## config.mk

```make
export PLATFORM = sky130hd
export DESIGN_NAME = glyph_pixel_reader
export DESIGN_NICKNAME = d
export VERILOG_FILES = /design/src/rtl/glyph_pixel_reader.sv
export SDC_FILE = /design/constraint.sdc
export NUM_CORES = 1
export LEC_CHECK = 0
export CAP_MARGIN = 15
export CORE_MARGIN = 1.5
export CORE_UTILIZATION = 59
export CTS_CLUSTER_SIZE = 28
export DETAILED_ROUTE_END_ITERATION = 12
export GPL_ROUTABILITY_DRIVEN = 0
export PLACE_DENSITY = 0.86
export SETUP_SLACK_MARGIN = 0.5
export SYNTH_ARGS = -nofsm -noshare
export SYNTH_HDL_FRONTEND = slang
export SYNTH_SLANG_ARGS = --single-unit
```

## constraint.sdc

```tcl
create_clock -name clk_i -period 5.7 [get_ports clk_i]
set_input_delay 0.855 -clock clk_i [delete_from_list [all_inputs] [get_ports clk_i]]
set_output_delay 0.855 -clock clk_i [all_outputs]
set_load 0.02 [all_outputs]
```

## src/rtl/glyph_pixel_reader.sv

```systemverilog
`default_nettype none
// +----------------------------------------------------------------------+
// | glyph_pixel_reader: character-ROM row fetch and 4-bit pixel          |
// | serializer with a one-entry row buffer.  Rev 1.0                     |
// +----------------------------------------------------------------------+
module glyph_pixel_reader #(
  parameter logic [3:0] BLANK_PIXEL = 4'h0
) (
  input  logic        clk_i,
  input  logic        reset_i,
  input  logic        req_valid_i,
  output logic        req_ready_o,
  input  logic [7:0]  req_char_i,
  input  logic [3:0]  req_row_i,
  input  logic        req_invert_i,
  input  logic        flush_i,
  output logic [11:0] rom_addr_o,
  input  logic [31:0] rom_data_i,
  output logic [3:0]  pixel_o,
  output logic        pixel_valid_o,
  input  logic        pixel_ready_i
);

  logic        r_inflight;
  logic        r_inflight_inv;
  logic        r_buf_valid;
  logic [31:0] r_buf_data;
  logic        r_shift_valid;
  logic [31:0] r_shift_data;
  logic [2:0]  r_shift_cnt;

  logic        w_accept;
  logic        w_xfer;
  logic        w_last;
  logic        w_take_rom;
  logic [31:0] w_rom_word;

  assign rom_addr_o  = {req_char_i, req_row_i};
  assign req_ready_o = !reset_i && !r_inflight && !r_buf_valid && !flush_i;
  assign w_accept    = req_valid_i && req_ready_o;

  assign w_xfer      = r_shift_valid && pixel_ready_i;
  assign w_last      = w_xfer && (r_shift_cnt == 3'd7);
  assign w_rom_word  = rom_data_i ^ {32{r_inflight_inv}};
  // ROM word goes straight to the shifter when it is free by the end of this edge.
  assign w_take_rom  = r_inflight && (!r_shift_valid || w_last);

  assign pixel_valid_o = r_shift_valid;
  assign pixel_o       = r_shift_valid ? r_shift_data[3:0] : BLANK_PIXEL;

  always_ff @(posedge clk_i or posedge reset_i) begin
    if (reset_i) begin
      r_inflight     <= 1'b0;
      r_inflight_inv <= 1'b0;
    end else if (flush_i) begin
      r_inflight     <= 1'b0;
    end else begin
      r_inflight <= w_accept;
      if (w_accept) begin
        r_inflight_inv <= req_invert_i;
      end
    end
  end

  always_ff @(posedge clk_i or posedge reset_i) begin
    if (reset_i) begin
      r_buf_valid <= 1'b0;
      r_buf_data  <= 32'h0;
    end else if (flush_i) begin
      r_buf_valid <= 1'b0;
    end else if (r_inflight && !w_take_rom) begin
      r_buf_valid <= 1'b1;
      r_buf_data  <= w_rom_word;
    end else if (w_last && r_buf_valid) begin
      r_buf_valid <= 1'b0;
    end
  end

  always_ff @(posedge clk_i or posedge reset_i) begin
    if (reset_i) begin
      r_shift_valid <= 1'b0;
      r_shift_data  <= 32'h0;
      r_shift_cnt   <= 3'd0;
    end else if (flush_i) begin
      r_shift_valid <= 1'b0;
      r_shift_cnt   <= 3'd0;
    end else if (w_take_rom) begin
      r_shift_valid <= 1'b1;
      r_shift_data  <= w_rom_word;
      r_shift_cnt   <= 3'd0;
    end else if (w_last) begin
      // Buffered row takes over on the last-pixel edge so the stream has no bubble.
      r_shift_valid <= r_buf_valid;
      r_shift_data  <= r_buf_data;
      r_shift_cnt   <= 3'd0;
    end else if (w_xfer) begin
      r_shift_data  <= {4'h0, r_shift_data[31:4]};
      r_shift_cnt   <= r_shift_cnt + 3'd1;
    end
  end

endmodule
`default_nettype wire

```

==> metrics <==
DPL Wire Length=5480 um; delay-heaviest family, CP=buffers and inverters; clock slew at reported path FFs=0.08 ns; Slew Limit Fails=0; number of flops mapped to enable cells by yosys=0; Relative slew margins=27.1%; Worst EP arrival=2.56 ns; VDD IR max=214 uV; critical path cell sequence=clkdlybuf4s50_1 > nor4_1 > clkdlybuf4s50_1; CTS Sinks=71; antenna violations before repair=0; CP Max Fanout=9; Avg Synthesized Cell Area=9.81 um2; row count=31; Clock power frac=27.8%; async set-reset flop share out of synthesis=100%; Die Width=89.2 um; height of the die=89.2 um; Internal Power=1.07 mW; min Tclk post-route=3.41 ns; TritonRoute pass-1 iters=4; hold_ws=0.503 ns; # setup viols final=0; leakage=1.97 nW; number of buffers created by CTS=9; status=completed; hold_buf cts=0; combinational share of power=25.1%; Multi-input gate area=2190 um2; FF/Latch Area=1780 um2; Worst EP required=4.85 ns; Syn. warnings=0; Most used DFF post-synth=dfrtp_1; Yosys cell types=36; RSZ-0062 raised after global routing=no; Post-CTS Setup Inserts=0; crit path launch type=input port; clk_lat worst skew=0.35 ns; slowest stage delay, CP=0.67 ns; critical path class=in2out; pin count of the biggest net entering global routing=72; Synth Instances=447; post-synth top area share=40.5%; Final Instance Area=4790 um2; via count=3502; worst path bufs/invs=2; Crit-path slowest cell=clkdlybuf4s50_1; vias in the first global route=3442; CP endpoint kind=output port; CTS Root Cell=clkbuf_8; IO Count=68; r2r startpoint=r_shift_cnt[0]; sequential element share of the synthesized area=40.5%; Ant. Diodes=0; Cell Area, Synth=4380 um2; final cell count without fillers=551; max frequency=293 MHz; final wirelength=9710 um; hold_sp=r_shift_data[31]; Final Skew=0.0115 ns; fin crit share=59.9%; Crit path top cell by count=clkdlybuf4s50_1; vias per cell=6.36; fraction of layout cells with a size suffix above 1=13.7%; top post-synthesis cells by count=dfrtp_1, a21oi_1, mux2_2; Placeable Area=7210 um2; Global Route Usage Sum=26.2%; post-route ant nets=0; Fin Setup TNS=0 ns; PortBufs=43; CTS Buffer Depth=2; worst slew pin tran=1.09 ns; placed cell area=4580 um2; sequential share of power=47.1%; final-stage net count=499; first-pass GRT wire length=16200 um; Initial Utilization=60.8%; Hold Fails Final Rpt=0; Net Sw Frac=30.5%; total power draw=1.54 mW; Power Density=321 nW/um2; placed cell count=535; cell taking the most area after synthesis=dfrtp_1; gr ovfl total=0; most frequent cell after synthesis=dfrtp_1; drt wl/cell=17.6 um; switching pwr=0.469 mW; Area contributors post-synth=dfrtp_1, mux2_2, xor2_1, a41oi_1, a21oi_1; synthesis-to-layout area growth=9.30%; post_cts resized=0; synthesized net count=499; CTS tree=built; Hold Crit Class=reg2reg; CP Launch Point=flush_i; fillers=581; FF-to-FF setup slack=3.15 ns; max cap viols=0; DR iter-0 viols=439; Remaining DRCs=0; Die Area=7960 um2; CTS H-tree lvls=3; Yosys reg bits=71
==> layer usage <==
metal  up-vias  part of all wire (%)  global-route usage [%]
li1       1588                     -                       -
met1      1745                    43                    34.8
met2       152                    49                    42.0
met3        17                   6.4                    5.82
met4         0                   1.6                    10.2
met5         -                     0                       0
==> cells in the final DEF (no fill, tap or decap), types with 5 or more instances in the layout <==
master	count
buf_4	6
and2_1	5
nand4_1	15
and3_1	5
nand2b_1	17
o21ai_0	30
clkbuf_8	12
a21oi_1	36
a41oi_1	27
a21o_1	15
mux2_2	34
nor2b_1	28
clkdlybuf4s50_1	43
nand2_1	19
nand3_1	29
o32a_1	5
dfrtp_1	70
xor2_1	32
==> sequential cells by signal, indices dropped and copies added, names as in the netlist <==
name            cells
r_buf_data         32
r_shift_data       32
r_shift_cnt         3
pixel_valid_o       1
r_buf_valid         1
r_inflight          1
r_inflight_inv      1
==> area by class of cell <==
cell class                 count  area share, %
clock buffer                  13           3.52
tap                           99           2.58
clock inverter                 3          0.836
multi-input combinational    313           45.8
timing repair buffer          49           9.92
sequential                    71           37.1
inverter                       3          0.235
==> final timing paths <==
path | endpoint | cells after the start
min in group asynchronous | r_buf_valid | 3
min | r_shift_data[31] | 1
min reg2reg | r_shift_data[31] | 1
max in group asynchronous | r_inflight_inv | 3
max reg2reg | r_shift_data[17] | 6
max | req_ready_o | 3
==> through the flow <==
| step | util, % | setup WS, ns |
|---|---|---|
| 5_1_grt | 66.4 | 2.13 |
| 2_1_floorplan | - | 3.05 |
| 4_1_cts | 66.4 | 2.30 |
| 3_3_place_gp | 63.5 | 2.04 |
| 3_5_place_dp | 63.5 | 2.08 |
| 6_report | 66.4 | 2.29 |
==> logic make-up after synthesis <==
group | share of synthesized area, %
buffers and inverters | 9.42
AND/OR/NAND/NOR | 16.1
XOR/XNOR | 6.39
flip-flops | 40.5
AO/OA/AOI/OAI | 18.2
multiplexers | 8.73
adder cells (fa/ha/maj) | 0.571
==> power by group through the flow <==
| stage | Clock [mW] | Sequential [mW] | Combinational (mW) |
|---|---|---|---|
| after CTS | 0.434 | 0.724 | 0.386 |
| after global placement | 0 | 0.726 | 0.367 |
| after detailed placement | 0 | 0.731 | 0.382 |
| after global routing | 0.454 | 0.741 | 0.431 |
| after floorplan | 0 | 0.683 | 0.349 |
| final | 0.428 | 0.726 | 0.386 |
Power figures use the tool's default switching activity.
